`config.mk`:
```
export PLATFORM = sky130hd
export DESIGN_NAME = serial_frame_deserializer
export DESIGN_NICKNAME = d
export VERILOG_FILES = /design/src/rtl/serial_frame_deserializer.sv
export SDC_FILE = /design/constraint.sdc
export NUM_CORES = 1
export LEC_CHECK = 0
export BUFFER_PORTS_ARGS = -buffer_cell sky130_fd_sc_hd__buf_4
export CAP_MARGIN = 20
export CORE_MARGIN = 2
export CORE_UTILIZATION = 54
export CTS_CLUSTER_DIAMETER = 50
export DETAILED_ROUTE_END_ITERATION = 7
export GPL_TIMING_DRIVEN = 0
export PLACE_DENSITY = 0.76
export SLEW_MARGIN = 20
export SYNTH_ARGS = -nofsm -noshare
export SYNTH_HDL_FRONTEND = slang
export SYNTH_SLANG_ARGS = --single-unit
```
`constraint.sdc`:
```
create_clock -name clk -period 1.9 [get_ports clk]
set_clock_uncertainty 0.15 [all_clocks]
set_input_delay 0 -clock clk [delete_from_list [all_inputs] [get_ports clk]]
set_output_delay 0 -clock clk [all_outputs]
set_load 0.03 [all_outputs]
```
`src/rtl/serial_frame_deserializer.sv`:
```
// Serial-to-parallel frame receiver: start(1), data MSB first, optional even parity, stop(0).
// Good words are held on data_out under a valid/ready handshake; errors are one-cycle pulses.
module serial_frame_deserializer #(
    parameter int DATA_WIDTH = 8,
    parameter int PARITY_EN  = 1
) (
    input  logic                  clk,
    input  logic                  clear,
    input  logic                  serial_in,
    input  logic                  data_ready,
    output logic [DATA_WIDTH-1:0] data_out,
    output logic                  data_valid,
    output logic                  parity_error,
    output logic                  frame_error,
    output logic                  overrun
);

    localparam int CW = $clog2(DATA_WIDTH);

    localparam logic [1:0] IDLE   = 2'd0;
    localparam logic [1:0] DATA   = 2'd1;
    localparam logic [1:0] PARITY = 2'd2;
    localparam logic [1:0] STOP   = 2'd3;

    logic [1:0]            state;
    logic [CW-1:0]         count;
    logic [DATA_WIDTH-1:0] shift;
    logic                  parity_bad;
    logic                  frame_good;
    logic                  can_load;
    logic                  consume;

    // A frame is good only when the stop bit is low and the parity check passed.
    assign frame_good = (state == STOP) && !serial_in && !parity_bad;
    assign consume    = data_valid && data_ready;
    assign can_load   = !data_valid || data_ready;

    always_ff @(posedge clk) begin
        if (clear) begin
            state        <= IDLE;
            count        <= '0;
            shift        <= '0;
            parity_bad   <= 1'b0;
            data_out     <= '0;
            data_valid   <= 1'b0;
            parity_error <= 1'b0;
            frame_error  <= 1'b0;
            overrun      <= 1'b0;
        end else begin
            parity_error <= 1'b0;
            frame_error  <= 1'b0;
            overrun      <= 1'b0;

            case (state)
                IDLE: begin
                    if (serial_in) begin
                        state      <= DATA;
                        count      <= '0;
                        parity_bad <= 1'b0;
                    end
                end
                DATA: begin
                    shift <= {shift[DATA_WIDTH-2:0], serial_in};
                    if (count == CW'(DATA_WIDTH - 1)) begin
                        count <= '0;
                        state <= (PARITY_EN != 0) ? PARITY : STOP;
                    end else begin
                        count <= count + 1'b1;
                    end
                end
                PARITY: begin
                    parity_bad <= (^shift) ^ serial_in;
                    state      <= STOP;
                end
                STOP: begin
                    state <= IDLE;
                    if (serial_in) begin
                        frame_error <= 1'b1;
                    end else if (parity_bad) begin
                        parity_error <= 1'b1;
                    end else if (!can_load) begin
                        overrun <= 1'b1;
                    end
                end
                default: state <= IDLE;
            endcase

            // A load in the same cycle as a consume keeps the word valid.
            if (consume) begin
                data_valid <= 1'b0;
            end
            if (frame_good && can_load) begin
                data_out   <= shift;
                data_valid <= 1'b1;
            end
        end
    end

endmodule

```
==> results.sh, run 1 <==
export IMPL_status="complete, no violations"
export IMPL_r2r_cells=6
export IMPL_worstSetupEndpointType="register"
export IMPL_crit_buf_inv=1
export IMPL_cap_violations=0
export IMPL_rsz0062_at_grt="false"
export IMPL_clockBufferDepth=2
export IMPL_grt_max_degree=14
export IMPL_hp_class="register to register"
export IMPL_reg2reg_slack_ps=170
export IMPL_yosys_top_cells_count="dfxtp_1, nor2_1, mux2i_1, ha_1, xnor2_1"
export IMPL_ir_drop_mv=0.545
export IMPL_initial_core_util_pct=56.4
export IMPL_cts_root_buf="clkbuf_4"
export IMPL_ioPinCount=16
export IMPL_placed_cells=146
export IMPL_crit_required_ps=1950
export IMPL_synth_cell_types=26
export IMPL_routedWlPerCell_um=12.0
export IMPL_die_area_um2=2410
export IMPL_grt_first_pass_wirelength_um=3290
export IMPL_avgSynthCellArea_um2=10.4
export IMPL_max_freq_mhz=580
export IMPL_synth_top_family_by_area="multiplexers"
export IMPL_p_sw_share_pct=31.9
export IMPL_relSlewSlack_pct=67.4
export IMPL_r2r_start="state[1]"
export IMPL_ys_warn_count=0
export IMPL_synth_seq_cells=26
export IMPL_via_per_inst=5.07
export IMPL_n_antenna_cell=0
export IMPL_stdcell_count=153
export IMPL_cellLeakagePower_nw=0.613
export IMPL_clk_latency_ps=310
export IMPL_path_class="register to register"
export IMPL_antenna_found_initial=0
export IMPL_core_area_um2=1940
export IMPL_cp_top_family="simple AND/OR/NAND/NOR gates"
export IMPL_drc_errors=0
export IMPL_hold_start="data_out[4]"
export IMPL_crit_chain="inv_1, ha_1, or2b_2, and3_1, a22oi_1, nor2_1"
export IMPL_period_share_pct=90.8
export IMPL_synth_adder_area_share_pct=6.85
export IMPL_drive_gt1_share_pct=15.9
export IMPL_rows=16
export IMPL_postCtsSetupBuffers=0
export IMPL_p_switching_w=0.000393
export IMPL_final_nets=138
export IMPL_dp_hpwl_um=1330
export IMPL_start_kind="register"
export IMPL_max_slew_worst_pin_slew_ps=489
export IMPL_synth_edf_count=0
export IMPL_synth_area_leader_cell="dfxtp_1"
export IMPL_synth_seq_area_share_pct=47.5
export IMPL_slew_violations=0
export IMPL_initialDrtViolationCount=6
export IMPL_power_density_nw_per_um2=949
export IMPL_cp_slowest_cell="dfxtp_1"
export IMPL_synth_compound_area_share_pct=4.68
export IMPL_clock_sinks=26
export IMPL_cts_max_level=1
export IMPL_r2r_end="count[1]"
export IMPL_grt_pass1_vias=782
export IMPL_place_congestion=0.727
export IMPL_mappedNetlistArea_um2=1100
export IMPL_vias=776
export IMPL_wl_um=1840
export IMPL_clockPowerShare_pct=18.1
export IMPL_muxShareOfSynthArea_pct=16.4
export IMPL_synth_fp_nets=115
export IMPL_crit_fanout=6
export IMPL_numCtsBuffers=3
export IMPL_power_w=0.00123
export IMPL_area_growth_syn_to_layout_pct=18.4
export IMPL_max_stage_delay_ps=360
export IMPL_pwr_share_comb_pct=31.0
export IMPL_cp_startpoint="state[1]"
export IMPL_synth_cells=105
export IMPL_synth_most_common_cell="dfxtp_1"
export IMPL_io_buffers=14
export IMPL_hold_depth=2
export IMPL_synth_simple_gate_area_share_pct=15.2
export IMPL_seqPwrFrac_pct=50.9
export IMPL_min_delay_worst_endpoint="data_out[4]"
export IMPL_die_x_um=49.1
export IMPL_ant_nets=0
export IMPL_synth_flop_cell="dfxtp_1"
export IMPL_cts_clk_slew_worst_paths_ps=130
export IMPL_intPower_w=0.000838
export IMPL_synth_top_area_share_pct=47.5
export IMPL_drtPass1Iterations=4
export IMPL_fillers=158
export IMPL_overflow=0
export IMPL_min_period_ps=1730
export IMPL_synth_xor_area_share_pct=6.85
export IMPL_hold_viol_final=0
export IMPL_setup_viol=0
export IMPL_fp_dieH_um=49.1
export IMPL_synthArstFlopShare_pct=0
export IMPL_crit_arrival_ps=1780
export IMPL_track_usage_pct=17.3
export IMPL_synth_area_top_cells="dfxtp_1, mux2i_1, nor2_1, ha_1, xnor2_1"
export IMPL_cts_tree="built"
export IMPL_totalNegativeSetupSlack_ps=0
stage by stage:
stage	instance area, µm²	hold slack (ps)	setup slack (ps)	util [%]
final	1300	361	175	66.8
after global routing	1300	389	83.6	66.8
after CTS	1300	367	117	66.8
after detailed placement	1230	80.0	136	63.6
after global placement	1230	75.0	182	63.6
after floorplan	1100	-74.3	292	-
per-layer routing:
metal | part of all wire [%] | track usage [%] | routed length (µm) | vias up
li1 | - | - | - | 397
met1 | 48 | 21.6 | 881 | 366
met2 | 49 | 31.7 | 905 | 13
met3 | 2.8 | 1.84 | 51 | 0
met4 | 0 | 4.29 | 0 | 0
met5 | 0 | 0 | 0 | -
worst register-to-register path, stage by stage (launching register included):
cell	delay, ps
dfxtp_1	360
inv_1	100
ha_1	200
or2b_2	350
and3_1	220
a22oi_1	190
nor2_1	50
flip-flops by register name, indices dropped and copies added, names as in the netlist:
register	flops
parity_error	1
shift	8
count	3
data_out	8
state	2
data_valid	1
overrun	1
frame_error	1
parity_bad	1
kinds of logic after synthesis:
logic type      count (synthesis)
mux                            18
fa+ha+maj                       6
compound gates                  8
xor+xnor                        7
buf+inv                         7
flops                          26
simple gates                   33
cell type report:
cell class / count / area (µm²) / area share [%]
Tap cell: 27 / 33.8 / 2.60
Inverter: 3 / 11.3 / 0.868
Multi-Input combinational cell: 72 / 548 / 42.2
Timing Repair Buffer: 18 / 145 / 11.2
Buffer: 4 / 16.3 / 1.25
Clock buffer: 3 / 22.5 / 1.74
Sequential cell: 26 / 520 / 40.1
timing repair:
action | 4_1_cts | 5_1_grt
resized for setup | 0 | 1
hold buffers | 4 | 0
endpoints found under the hold margin | 6 | 0
endpoints found under the setup margin | 0 | 1
worst max-delay path by stage:
stage	end	depth (start not counted)
after floorplan	state[1]	6
after global placement	state[1]	6
after detailed placement	state[1]	6
after CTS	state[1]	6
after global routing	parity_error	3
final	count[1]	6
power groups by stage:
stage / combinational [W] / clock (W) / sequential [W]
after CTS: 0.000382 / 0.000228 / 0.000627
after global placement: 0.000357 / 0 / 0.000635
after floorplan: 0.000301 / 0 / 0.000635
final: 0.000382 / 0.000223 / 0.000627
after detailed placement: 0.000376 / 0 / 0.000640
after global routing: 0.000423 / 0.000255 / 0.000634
layout by cell type, fill, tap and decap left out, types with 2 or more instances in the layout:
master	Yosys	final
clkbuf_4	0	3
xor2_1	2	2
dfxtp_1	26	26
nor2_1	22	22
o21ai_0	2	2
clkbuf_1	3	3
xnor2_1	4	4
inv_1	3	3
dlygate4sd3_1	0	4
mux2i_1	18	18
nor4bb_1	2	2
buf_4	0	14
ha_1	6	6
nand3b_1	2	2
Power figures use the tool's default switching activity.
==> run 2, diff against run 1 <==
--- a/config.mk
+++ b/config.mk
@@ -5,14 +5,14 @@
 export SDC_FILE = /design/constraint.sdc
 export NUM_CORES = 1
 export LEC_CHECK = 0
-export BUFFER_PORTS_ARGS = -buffer_cell sky130_fd_sc_hd__buf_4
 export CAP_MARGIN = 20
 export CORE_MARGIN = 2
-export CORE_UTILIZATION = 54
+export CORE_UTILIZATION = 59
 export CTS_CLUSTER_DIAMETER = 50
 export DETAILED_ROUTE_END_ITERATION = 7
+export DONT_BUFFER_PORTS = 1
 export GPL_TIMING_DRIVEN = 0
-export PLACE_DENSITY = 0.76
+export PLACE_DENSITY = 0.75
 export SLEW_MARGIN = 20
 export SYNTH_ARGS = -nofsm -noshare
 export SYNTH_HDL_FRONTEND = slang
==> run 2 against run 1 <==
Clock-buffer cell count increased by 1. Utilization grew 2.1 points. Critical path type unchanged. Hold slack lost 270 ps. Critical endpoint unchanged. Wire length is 8.0% lower. First-iteration DRC count shrank 50%. Cell count shrank 9.8%. Via count down 6.4%. Largest power group unchanged. Clock power increased by 23%. Cell area decreased by 7.2%. Worst setup slack better by 16 ps. Register-to-register slack improved by 20 ps. Die area fell by 7.8%.
==> results.sh, run 2 (synthesis gave the netlist of run 1 again) <==
export IMPL_postCtsSetupBuffers=0
export IMPL_wl_um=1690
export IMPL_start_kind="register"
export IMPL_power_density_nw_per_um2=1050
export IMPL_cts_max_level=1
export IMPL_crit_chain="inv_1, ha_1, or2b_2, and3_1, a22oi_1, nor2_1"
export IMPL_relSlewSlack_pct=69.1
export IMPL_r2r_end="count[1]"
export IMPL_initialDrtViolationCount=3
export IMPL_die_area_um2=2220
export IMPL_drc_errors=0
export IMPL_cellLeakagePower_nw=0.545
export IMPL_top_regs="data_out (8), shift (8), count (3)"
export IMPL_min_period_ps=1710
export IMPL_via_per_inst=5.26
export IMPL_fin_area_um2=1200
export IMPL_antenna_found_initial=0
export IMPL_hold_depth=4
export IMPL_ant_nets=0
export IMPL_clockBufferDepth=2
export IMPL_grt_first_pass_wirelength_um=2700
export IMPL_drtPass1Iterations=4
export IMPL_crit_arrival_ps=1760
export IMPL_drive_gt1_share_pct=6.19
export IMPL_min_delay_worst_endpoint="parity_bad"
export IMPL_clock_sinks=26
export IMPL_vias=726
export IMPL_max_freq_mhz=585
export IMPL_fp_dieH_um=47.1
export IMPL_crit_fanout=6
export IMPL_place_congestion=0.699
export IMPL_r2r_cells=6
export IMPL_track_usage_pct=17.6
export IMPL_slew_violations=0
export IMPL_hold_viol_final=0
export IMPL_ir_drop_mv=0.587
export IMPL_routedWlPerCell_um=12.3
export IMPL_totalNegativeSetupSlack_ps=0
export IMPL_p_sw_share_pct=30.9
export IMPL_area_growth_syn_to_layout_pct=9.82
export IMPL_n_antenna_cell=0
export IMPL_numCtsBuffers=3
export IMPL_final_nets=124
export IMPL_max_slew_worst_pin_slew_ps=464
export IMPL_clockPowerShare_pct=21.7
export IMPL_mostFrequentLayoutCell="dfxtp_1"
export IMPL_grt_pass1_vias=636
export IMPL_hp_class="input port to register"
export IMPL_intPower_w=0.000874
export IMPL_initial_core_util_pct=62.8
export IMPL_reg2reg_slack_ps=190
export IMPL_cap_violations=0
export IMPL_seqPwrFrac_pct=50.0
export IMPL_status="complete, no violations"
export IMPL_overflow=0
export IMPL_period_share_pct=89.9
export IMPL_cts_root_buf="clkbuf_4"
export IMPL_max_stage_delay_ps=360
export IMPL_grt_max_degree=15
export IMPL_pwr_share_comb_pct=28.3
export IMPL_path_class="register to register"
export IMPL_crit_required_ps=1950
export IMPL_cts_tree="built"
export IMPL_layout_common_cells="dfxtp_1, nor2_1, mux2i_1"
export IMPL_placed_cell_area_um2=1130
export IMPL_cts_clk_slew_worst_paths_ps=140
export IMPL_io_buffers=0
export IMPL_rows=15
export IMPL_ioPinCount=16
export IMPL_r2r_start="state[0]"
export IMPL_hold_start="serial_in"
export IMPL_rsz0062_at_grt="false"
export IMPL_cp_slowest_cell="dfxtp_1"
export IMPL_dp_hpwl_um=1200
export IMPL_die_x_um=47.1
export IMPL_p_switching_w=0.000390
export IMPL_worstSetupEndpointType="register"
export IMPL_clk_latency_ps=310
export IMPL_setup_viol=0
export IMPL_core_area_um2=1750
[run 2: changes by cell type in the layout (fill, tap and decap cells not counted)]
cell	previous run	this run
buf_4	14	0
clkbuf_8	0	1
[run 2: per-layer routing]
metal  GRT usage [%]  wire (µm)  up-vias
met5               0          0        -
met1            23.4        831      342
li1                -          -      373
met4            8.33         19        0
met3            4.23         51        2
met2            26.8        790        9
[run 2: how the worst max path moves through the flow]
stage / startpoint / end
CTS: state[0] / state[1]
floorplan: state[0] / state[1]
global placement: state[0] / state[1]
detailed placement: state[0] / state[1]
finish: state[0] / count[1]
global route: state[1] / parity_error
[run 2: stage by stage]
stage	total power (W)	setup WS [ps]	cells	hold slack [ps]	util, %
2_1_floorplan	0.000936	292	105	-74.3	-
3_3_place_gp	0.000983	182	130	-71.5	64.6
3_5_place_dp	0.00100	151	130	-69.9	64.6
4_1_cts	0.00128	130	138	91.6	69.0
5_1_grt	0.00134	38.0	138	103	69.0
6_report	0.00126	191	138	88.0	69.0
[run 2: worst max-delay path: cells and delay by family (launching register included)]
family,cells,cell delay [ps]
AO/OA/AOI/OAI,1,190
flip-flops,1,360
AND/OR/NAND/NOR,3,610
adder cells (fa/ha/maj),1,200
buffers and inverters,1,90
[run 2: timing repair]
| action | 4_1_cts | 5_1_grt |
|---|---|---|
| setup endpoints to repair | 0 | 1 |
| hold buffers | 4 | 0 |
| endpoints found under the hold margin | 8 | 0 |
| gates resized for setup | 0 | 1 |
[run 2: power by group through the flow]
stage	logic, W	registers (W)	clock network, W
CTS	0.000362	0.000633	0.000282
global placement	0.000342	0.000641	0
detailed placement	0.000354	0.000646	0
floorplan	0.000301	0.000635	0
global route	0.000402	0.000641	0.000298
finish	0.000357	0.000632	0.000275
[run 2: final cells by class]
| class | count | area, µm² |
|---|---|---|
| multi-input combinational | 72 | 548 |
| fill | 157 | 542 |
| sequential | 26 | 520 |
| timing repair buffer | 4 | 40.0 |
| clock buffer | 4 | 36.3 |
| tap | 25 | 31.3 |
| buffer | 4 | 16.3 |
| inverter | 3 | 11.3 |
==> run 3, diff against run 2 <==
--- a/config.mk
+++ b/config.mk
@@ -7,7 +7,8 @@
 export LEC_CHECK = 0
 export CAP_MARGIN = 20
 export CORE_MARGIN = 2
-export CORE_UTILIZATION = 59
+export CORE_UTILIZATION = 57
+export CTS_BUF_LIST = sky130_fd_sc_hd__clkbuf_8
 export CTS_CLUSTER_DIAMETER = 50
 export DETAILED_ROUTE_END_ITERATION = 7
 export DONT_BUFFER_PORTS = 1
==> constraint.sdc (replaced) <==
create_clock -name clk -period 1.4 [get_ports clk]
set_clock_uncertainty 0.15 [all_clocks]
set_input_delay 0 -clock clk [delete_from_list [all_inputs] [get_ports clk]]
set_output_delay 0 -clock clk [all_outputs]
set_load 0.03 [all_outputs]
==> run 3 against run 2 <==
Critical endpoint is now state[1]. Worst setup slack lost 280 ps. Combinational power grew 130%. Largest power group unchanged. Highest routed layer unchanged. Global-route usage grew 0.88 points. The flow now finishes with violations (hold timing, setup timing). Power grew 65%. Clock-buffer cell count shrank 1. Sequential share of layout area shrank 3.5 points. Cell area grew 12%. Critical path depth is the same. Die area grew 3.2%.
==> results.sh, run 3 (synthesis gave the netlist of run 1 again) <==
export IMPL_final_nets=130
export IMPL_overflow=0
export IMPL_start_kind="register"
export IMPL_crit_chain="inv_2, ha_4, or2b_4, a21boi_4, mux2i_1, nor2_1"
export IMPL_crit_fanout=5
export IMPL_max_stage_delay_ps=360
export IMPL_rsz0062_at_grt="true"
export IMPL_cp_slowest_cell="dfxtp_2"
export IMPL_io_buffers=0
export IMPL_cts_clk_slew_worst_paths_ps=80
export IMPL_violations="hold timing, setup timing"
export IMPL_finish_utilization_pct=76.1
export IMPL_n_antenna_cell=0
export IMPL_setup_ws_ps=-89.4
export IMPL_mostFrequentLayoutCell="nor2_1"
export IMPL_slew_violations=0
export IMPL_status="complete, but fails checks"
export IMPL_initialDrtViolationCount=9
export IMPL_stdcell_count=143
export IMPL_hp_class="input port to register"
export IMPL_crit_arrival_ps=1490
export IMPL_relSlewSlack_pct=77.5
export IMPL_hold_ws_ps=-350
export IMPL_max_slew_worst_pin_slew_ps=337
export IMPL_drc_errors=0
export IMPL_ant_nets=0
export IMPL_worstSetupEndpointType="register"
export IMPL_ioPinCount=16
export IMPL_fin_area_um2=1340
export IMPL_area_growth_syn_to_layout_pct=22.5
export IMPL_cts_root_buf="clkbuf_8"
export IMPL_placed_cells=130
export IMPL_hold_viol_final=6
export IMPL_top_regs="data_out (8), shift (8), count (3)"
export IMPL_core_area_um2=1760
export IMPL_numCtsBuffers=3
export IMPL_vias=770
export IMPL_grt_first_pass_wirelength_um=2890
export IMPL_antenna_found_initial=0
export IMPL_min_period_ps=1490
export IMPL_rows=15
export IMPL_track_usage_pct=18.4
export IMPL_fillers=130
export IMPL_cts_hold_buffers=1
export IMPL_layout_common_cells="nor2_1, mux2i_1, dfxtp_1"
export IMPL_drtPass1Iterations=4
export IMPL_clockBufferDepth=2
export IMPL_routedWlPerCell_um=13.1
export IMPL_period_share_pct=106
export IMPL_grt_max_degree=14
export IMPL_cts_max_level=1
export IMPL_die_area_um2=2290
export IMPL_initial_core_util_pct=62.1
export IMPL_grt_pass1_vias=687
export IMPL_drive_gt1_share_pct=28.0
export IMPL_placed_cell_area_um2=1150
export IMPL_dp_hpwl_um=1210
export IMPL_via_per_inst=5.38
export IMPL_crit_required_ps=1400
export IMPL_clock_sinks=26
export IMPL_setup_viol=6
export IMPL_clk_latency_ps=260
export IMPL_wl_um=1870
export IMPL_max_freq_mhz=671
export IMPL_fp_dieH_um=47.9
export IMPL_ir_drop_mv=1.15
export IMPL_cap_violations=0
export IMPL_die_x_um=47.9
export IMPL_power_density_nw_per_um2=1550
export IMPL_cts_tree="built"
export IMPL_path_class="register to register"
export IMPL_cellLeakagePower_nw=0.595
export IMPL_place_congestion=0.744
[run 3: changes by cell type in the layout (fill, tap and decap cells not counted), sizes merged]
cell / previous run / this run
buf: 1 / 10
dlygate4sd3: 4 / 1
clkbuf: 7 / 6
[run 3: per-stage QoR]
step / setup TNS (ps) / power (W) / worst slack, ps
floorplan: -59.5 / 0.00134 / -38.8
global placement: -1170 / 0.00141 / -99.7
detailed placement: -1800 / 0.00144 / -134
CTS: -331 / 0.00199 / -101
global route: -820 / 0.00220 / -184
finish: -315 / 0.00208 / -89.4
[run 3: metal layers]
layer  track usage [%]  wire length, µm  up-vias
met3              7.17               89        2
met1              22.5              873      369
li1                  -                -      383
met5                 0                0        -
met2              31.2              894       16
met4              3.24               13        0
[run 3: what timing repair did]
item	4_1_cts	5_1_grt
buffers inserted	4	5
resized for setup	13	10
endpoints found under the setup margin	22	22
gates cloned	0	0
pin swaps	4	8
hold endpoints to repair	8	6
[run 3: area by class of cell]
type                            count  area (µm²)  share of cell area [%]
Buffer                              4        28.8                    2.14
Clock buffer                        3        41.3                    3.08
Inverter                            3        13.8                    1.03
Multi-Input combinational cell     72         617                    45.9
Sequential cell                    26         533                    39.7
Tap cell                           25        31.3                    2.33
Timing Repair Buffer               10        77.6                    5.78
[run 3: worst max-delay path: cells and delay by family, from the launching register on]
family | cells | cell delay [ps]
muxes | 1 | 200
DFF | 1 | 360
adders and majority gates | 1 | 150
and+or+nand+nor | 2 | 270
AOI/OAI and AO/OA | 1 | 190
buffers and inverters | 1 | 60
[run 3: power by group]
group,switching [W],internal (W)
Clock,0.000200,0.000192
Combinational,0.000371,0.000446
Sequential,0.0000630,0.000811
[run 3: final timing paths]
kind | from | end | slack [ps] | depth (start not counted)
worst max register to register | state[0] | state[1] | -90 | 6
worst min register to register | parity_bad | parity_error | 340 | 1
worst max-delay path | state[0] | state[1] | -90 | 6
worst min-delay path | serial_in | parity_error | -350 | 1
